File: src/rtl/circ_shift_reg_pkg.sv
// Shared encodings for the circular shift register: FSM states and rotation direction.
package circ_shift_pkg;

    typedef enum logic [1:0] {
        S_IDLE = 2'd0,
        S_RUN  = 2'd1,
        S_DONE = 2'd2
    } state_t;

    localparam logic DIR_LEFT  = 1'b0;
    localparam logic DIR_RIGHT = 1'b1;

endpackage

File: src/rtl/circ_shift_reg_if.sv
// Control/data bundle between a controller (master) and the circular shift register (slave).
interface circ_shift_reg_if #(
    parameter int WIDTH = 8,
    parameter int CNT_W = 8
);
    logic             step_in;
    logic             load;
    logic [WIDTH-1:0] load_data;
    logic             start;
    logic             stop;
    logic             dir;
    logic [CNT_W-1:0] num_steps;
    logic [WIDTH-1:0] data_out;
    logic             busy;
    logic             done;
    logic [CNT_W-1:0] step_count;

    modport master (
        output step_in, load, load_data, start, stop, dir, num_steps,
        input  data_out, busy, done, step_count
    );

    modport slave (
        input  step_in, load, load_data, start, stop, dir, num_steps,
        output data_out, busy, done, step_count
    );
endinterface

File: src/rtl/circ_shift_reg_step_edge_det.sv
// Single-bit rising-edge detector; the history flop's reset value is configurable so a
// level that is already high when reset releases does not produce a tick.
module step_edge_det #(
    parameter logic RST_VAL = 1'b1
) (
    input  logic sys_clk_in,
    input  logic reset,
    input  logic sig_in,
    output logic rise
);
    logic sig_reg;

    always_ff @(posedge sys_clk_in or posedge reset) begin
        if (reset) begin
            sig_reg <= RST_VAL;
        end else begin
            sig_reg <= sig_in;
        end
    end

    assign rise = sig_in & ~sig_reg;

endmodule

File: src/rtl/circ_shift_reg.sv
// Circular shift register stepped by rising edges of a divided-clock level, with
// parallel load, start/stop control and an optional step budget that ends in a done pulse.
module circ_shift_reg
    import circ_shift_pkg::*;
#(
    parameter int               WIDTH = 8,
    parameter logic [WIDTH-1:0] INIT  = {{(WIDTH-1){1'b0}}, 1'b1},
    parameter int               CNT_W = 8
) (
    input  logic              sys_clk_in,
    input  logic              reset,
    circ_shift_reg_if.slave   bus
);
    state_t           state_reg, state_next;
    logic [WIDTH-1:0] data_reg, data_next;
    logic [WIDTH-1:0] rot_left, rot_right;
    logic [CNT_W-1:0] count_reg, count_next;
    logic [CNT_W-1:0] lim_reg, lim_next;
    logic [CNT_W-1:0] count_inc;
    logic             tick;

    step_edge_det #(
        .RST_VAL (1'b1)
    ) u_step_det (
        .sys_clk_in (sys_clk_in),
        .reset      (reset),
        .sig_in     (bus.step_in),
        .rise       (tick)
    );

    genvar gi;
    generate
        for (gi = 0; gi < WIDTH; gi++) begin : g_rot
            assign rot_left[gi]  = data_reg[(gi + WIDTH - 1) % WIDTH];
            assign rot_right[gi] = data_reg[(gi + 1) % WIDTH];
        end
    endgenerate

    assign count_inc = count_reg + 1'b1;

    always_ff @(posedge sys_clk_in or posedge reset) begin
        if (reset) begin
            state_reg <= S_IDLE;
            data_reg  <= INIT;
            count_reg <= '0;
            lim_reg   <= '0;
        end else begin
            state_reg <= state_next;
            data_reg  <= data_next;
            count_reg <= count_next;
            lim_reg   <= lim_next;
        end
    end

    // load beats stop beats start beats tick; the losers are simply dropped this cycle.
    always_comb begin
        state_next = state_reg;
        data_next  = data_reg;
        count_next = count_reg;
        lim_next   = lim_reg;
        if (bus.load) begin
            data_next  = bus.load_data;
            count_next = '0;
            state_next = S_IDLE;
        end else if (bus.stop) begin
            state_next = S_IDLE;
        end else begin
            case (state_reg)
                S_IDLE: begin
                    if (bus.start) begin
                        state_next = S_RUN;
                        count_next = '0;
                        lim_next   = bus.num_steps;
                    end
                end
                S_RUN: begin
                    if (tick) begin
                        data_next  = (bus.dir == DIR_RIGHT) ? rot_right : rot_left;
                        count_next = count_inc;
                        if ((lim_reg != '0) && (count_inc == lim_reg)) begin
                            state_next = S_DONE;
                        end
                    end
                end
                S_DONE: begin
                    state_next = S_IDLE;
                end
                default: begin
                    state_next = S_IDLE;
                end
            endcase
        end
    end

    assign bus.data_out   = data_reg;
    assign bus.busy       = (state_reg == S_RUN);
    assign bus.done       = (state_reg == S_DONE);
    assign bus.step_count = count_reg;

endmodule

File: src/flat_wrapper.sv
// flat-port wrapper written by rule: the top's interface ports become plain ports
module circ_shift_reg_flat import circ_shift_pkg::*;
#(
    parameter int               WIDTH = 8,
    parameter logic [WIDTH-1:0] INIT  = {{(WIDTH-1){1'b0}}, 1'b1},
    parameter int               CNT_W = 8
)
  (sys_clk_in, reset, bus_step_in, bus_load, bus_load_data, bus_start, bus_stop, bus_dir, bus_num_steps, bus_data_out, bus_busy, bus_done, bus_step_count);
  circ_shift_reg_if #(.WIDTH(WIDTH), .CNT_W(CNT_W)) bus_i ();
  input  logic sys_clk_in;
  input  logic reset;
  input wire logic [$bits(bus_i.step_in)-1:0] bus_step_in;
  input wire logic [$bits(bus_i.load)-1:0] bus_load;
  input wire logic [$bits(bus_i.load_data)-1:0] bus_load_data;
  input wire logic [$bits(bus_i.start)-1:0] bus_start;
  input wire logic [$bits(bus_i.stop)-1:0] bus_stop;
  input wire logic [$bits(bus_i.dir)-1:0] bus_dir;
  input wire logic [$bits(bus_i.num_steps)-1:0] bus_num_steps;
  output wire logic [$bits(bus_i.data_out)-1:0] bus_data_out;
  output wire logic [$bits(bus_i.busy)-1:0] bus_busy;
  output wire logic [$bits(bus_i.done)-1:0] bus_done;
  output wire logic [$bits(bus_i.step_count)-1:0] bus_step_count;
  assign bus_i.step_in = bus_step_in;
  assign bus_i.load = bus_load;
  assign bus_i.load_data = bus_load_data;
  assign bus_i.start = bus_start;
  assign bus_i.stop = bus_stop;
  assign bus_i.dir = bus_dir;
  assign bus_i.num_steps = bus_num_steps;
  assign bus_data_out = bus_i.data_out;
  assign bus_busy = bus_i.busy;
  assign bus_done = bus_i.done;
  assign bus_step_count = bus_i.step_count;
  circ_shift_reg #(.WIDTH(WIDTH), .INIT(INIT), .CNT_W(CNT_W)) u_core (.sys_clk_in(sys_clk_in), .reset(reset), .bus(bus_i));
endmodule
File: config.mk
export PLATFORM = sky130hd
export DESIGN_NAME = circ_shift_reg_flat
export DESIGN_NICKNAME = d
export VERILOG_FILES = /design/src/rtl/circ_shift_reg_pkg.sv /design/src/rtl/circ_shift_reg_if.sv /design/src/rtl/circ_shift_reg_step_edge_det.sv /design/src/rtl/circ_shift_reg.sv /design/src/flat_wrapper.sv
export SDC_FILE = /design/constraint.sdc
export NUM_CORES = 1
export LEC_CHECK = 0
export ABC_AREA = 1
export CORE_UTILIZATION = 45
export CTS_BUF_LIST = sky130_fd_sc_hd__clkbuf_4
export DETAILED_ROUTE_END_ITERATION = 8
export PLACE_DENSITY = 0.75
export SYNTH_ARGS = -nofsm -noshare
export SYNTH_HDL_FRONTEND = slang
export SYNTH_HIERARCHICAL = 1
export SYNTH_SLANG_ARGS = --single-unit
File: constraint.sdc
create_clock -name sys_clk_in -period 1.9 [get_ports sys_clk_in]
set_input_delay 0.38 -clock sys_clk_in [delete_from_list [all_inputs] [get_ports sys_clk_in]]
set_output_delay 0.38 -clock sys_clk_in [all_outputs]
set_load 0.01 [all_outputs]
==> run_results.csv <==
group,metric,value,unit
timing,worstMarginPinSlew,586,ps
timing,period_share,0.959,
synthesis,synth_edf_count,0,
grt,grt.met3_usage,0.0186,
timing,final.setup.worst_slack,78.4,ps
critical_path,cp_slowest_cell,"dfstp_2",
critical_path,cp_max_fo,4,
cells_and_area,area_growth,33.7,%
cells_and_area,design.final.nets,290,
synthesis,synth-async-reset-ratio,1.00,
cells_and_area,multi_input_area,783,µm²
clocking,cts_buffers,3,
timing,fin_tns_setup,0,ps
clocking,cts_tree,"built",
grt,gr-usage-met1,0.290,
routing,routed_wirelength,3560,µm
synthesis,synth.area.top_cells,"dfrtp_1 (39%), nand2_1 (12%), inv_1 (7.2%), nand3_1 (6.8%), o21ai_0 (6.8%)",
grt,grt_usage,0.199,
die,boundaryPins,41,
clocking,cts_max_level,1,
critical_path,critPathLaunchType,"flop",
critical_path,path_cells,"clkdlybuf4s50_1",
power,power_density,594,mW/mm²
clocking,clkSinkCount,27,
power,p_leak,0.000995,µW
timing,rsz0062_at_grt,"no",
routing,drtAntennaViolNets,0,
cells_and_area,final.fill_count,305,
synthesis,ys_seq_elements,27,
clocking,insertion_delay,320,ps
cells_and_area,finish.instance_area,0.00217,mm²
routing,drtPass1Iterations,4,
synthesis,syn_nets,242,
run,maxCapViolCount,0,
timing,final_hold_viol_count,0,
place,io_buffer_count,40,
grt,grt_max_degree,27,
place,dpl-instance-area,0.00212,mm²
timing,finalMaxSlewViolations,0,
cells_and_area,regArea,678,µm²
critical_path,worstSetupPathType,"flop to primary output",
cells_and_area,insertedDiodeCount,0,
hold_path,hp-class,"primary input to asynchronous set/reset pin",
synthesis,yosysMostFrequentCell,"nand2_1",
synthesis,yosys.area.top_type,"dfrtp_1",
critical_path,crit_buf_inv,1,
place,place_congestion,0.805,
cells_and_area,layout-drive-gt1-share,0.125,
synthesis,ys_seq_area_frac,0.419,
timing,fin_skew,5.15,ps
grt,grt_pass1_vias,1253,
die,die-area,0.00384,mm²
synthesis,yosysWarnings,6,
routing,wl_per_cell,11.4,µm
clocking,cts_root_buffer,"clkbuf_4",
synthesis,synth_cell_types,28,
place,dp_slack,-252,ps
clocking,cts_hold_buffers,0,
synthesis,syn_area_per_cell,7.43,µm²
grt,grt-ovfl-total,0,
place,hpwl,2730,µm
routing,drtIter0Drc,84,
run_status,outcome,"finished, final reports clean",
power,p_total,1290,µW
timing,slew_headroom,0.608,
grt,antenna_found_initial,0,
clocking,clockBufferDepth,2,
timing,period_needed,1820,ps
synthesis,syn_inst,218,
critical_path,worstPathRequired,1520,ps
synthesis,synth_top_area_frac,0.386,
routing,viasPerCell,4.88,
critical_path,r2r_start,"u_core/u_step_det/sig_reg$_DFF_PP1_",
critical_path,end_kind,"primary output",
routing,drc,0,
timing,fmax,0.549,GHz
critical_path,crit_start,"u_core/bus.data_out[0]$_DFFE_PP1P_",
grt,use_met2,0.310,
die,coreArea,0.00339,mm²
critical_path,cpLargestDelayFamily,"flip-flops",
critical_path,slowest_delay,580,ps
power,vdd_drop_max,0.000309,V
grt,grt_pass1_wl,5600,µm
die,initial_core_util,0.478,
synthesis,ys.flop_type,"dfrtp_1",
die,die_x,62.0,µm
clocking,clk_pin_slew,130,ps
routing,vias,1518,
grt,busiest_layer,"met2",
synthesis,ys_top_cells_by_count,"nand2_1 (50), inv_1 (31), dfrtp_1 (25)",
timing,setup_viol,0,
critical_path,worst-endpoint-arrival,1440,ps
die,fp-row-count,21,
die,die-height,62.0,µm
cells_and_area,final_util,0.639,
synthesis,synth_area,0.00162,mm²
worst paths after layout:
kind	slack [ps]	to	cells after the start
worst max-delay path	80	bus_data_out[0]	1
worst max register to register	90	u_core/bus.step_count[6]$_DFFE_PP0P_	6
worst min-delay path	360	u_core/u_step_det/sig_reg$_DFF_PP1_	2
min in group sys_clk_in	480	u_core/u_step_det/sig_reg$_DFF_PP1_	1
worst min register to register	540	u_core/bus.data_out[0]$_DFFE_PP1P_	2
max in group asynchronous	1190	u_core/bus.data_out[0]$_DFFE_PP1P_	3
where the power goes:
| part | switching (µW) | internal (µW) | leakage [µW] |
|---|---|---|---|
| combinational | 174 | 168 | 0.000633 |
| sequential | 47.3 | 638 | 0.000343 |
| clock | 163 | 96.5 | 0.0000184 |
| total | 384 | 903 | 0.000995 |
cell type report:
class	count	area share
multi-input combinational	151	0.362
timing repair buffer	50	0.228
clock buffer	4	0.0139
inverter	33	0.0572
tap	46	0.0266
sequential	27	0.313
logic make-up (layout without fill, tap and decap cells):
logic type,count (synthesis),count (layout),share of synthesized area
compound gates,42,42,0.150
buf+inv,40,87,0.0981
fa+ha+maj,1,1,0.00772
flops,27,27,0.419
mux,5,5,0.0309
simple gates,103,103,0.295
per-stage QoR:
stage | cells | hold WS [ps]
2_1_floorplan | 218 | 270
3_3_place_gp | 305 | 510
3_5_place_dp | 305 | 520
4_1_cts | 311 | 350
5_1_grt | 311 | 356
6_report | 311 | 358
cells in the final DEF, fill, tap and decap left out, drive strengths merged:
cell / netlist / routed
a211oi: 5 / 5
a21oi: 5 / 5
buf: 5 / 10
clkbuf: 2 / 4
clkdlybuf4s50: 0 / 38
dfrtp: 25 / 25
dfstp: 2 / 2
dlymetal6s2s: 0 / 2
ha: 1 / 1
inv: 33 / 33
mux2i: 5 / 5
nand2: 55 / 55
nand3: 22 / 22
nand4: 1 / 1
nor2: 21 / 21
nor3: 3 / 3
o211ai: 2 / 2
o21a: 1 / 1
o21ai: 23 / 23
o21bai: 1 / 1
o22ai: 5 / 5
or2: 1 / 1
per-layer routing:
metal | wire length, µm | vias up
li1 | - | 805
met1 | 1800 | 673
met2 | 1600 | 35
met3 | 103 | 5
met4 | 52 | 0
met5 | 0 | -
timing repair:
item	in CTS	in global routing
gates cloned	0	0
hold endpoints to repair	0	0
gates resized for setup	0	2
setup buffers	2	0
setup endpoints to repair	1	2
Power figures use the tool's default switching activity.
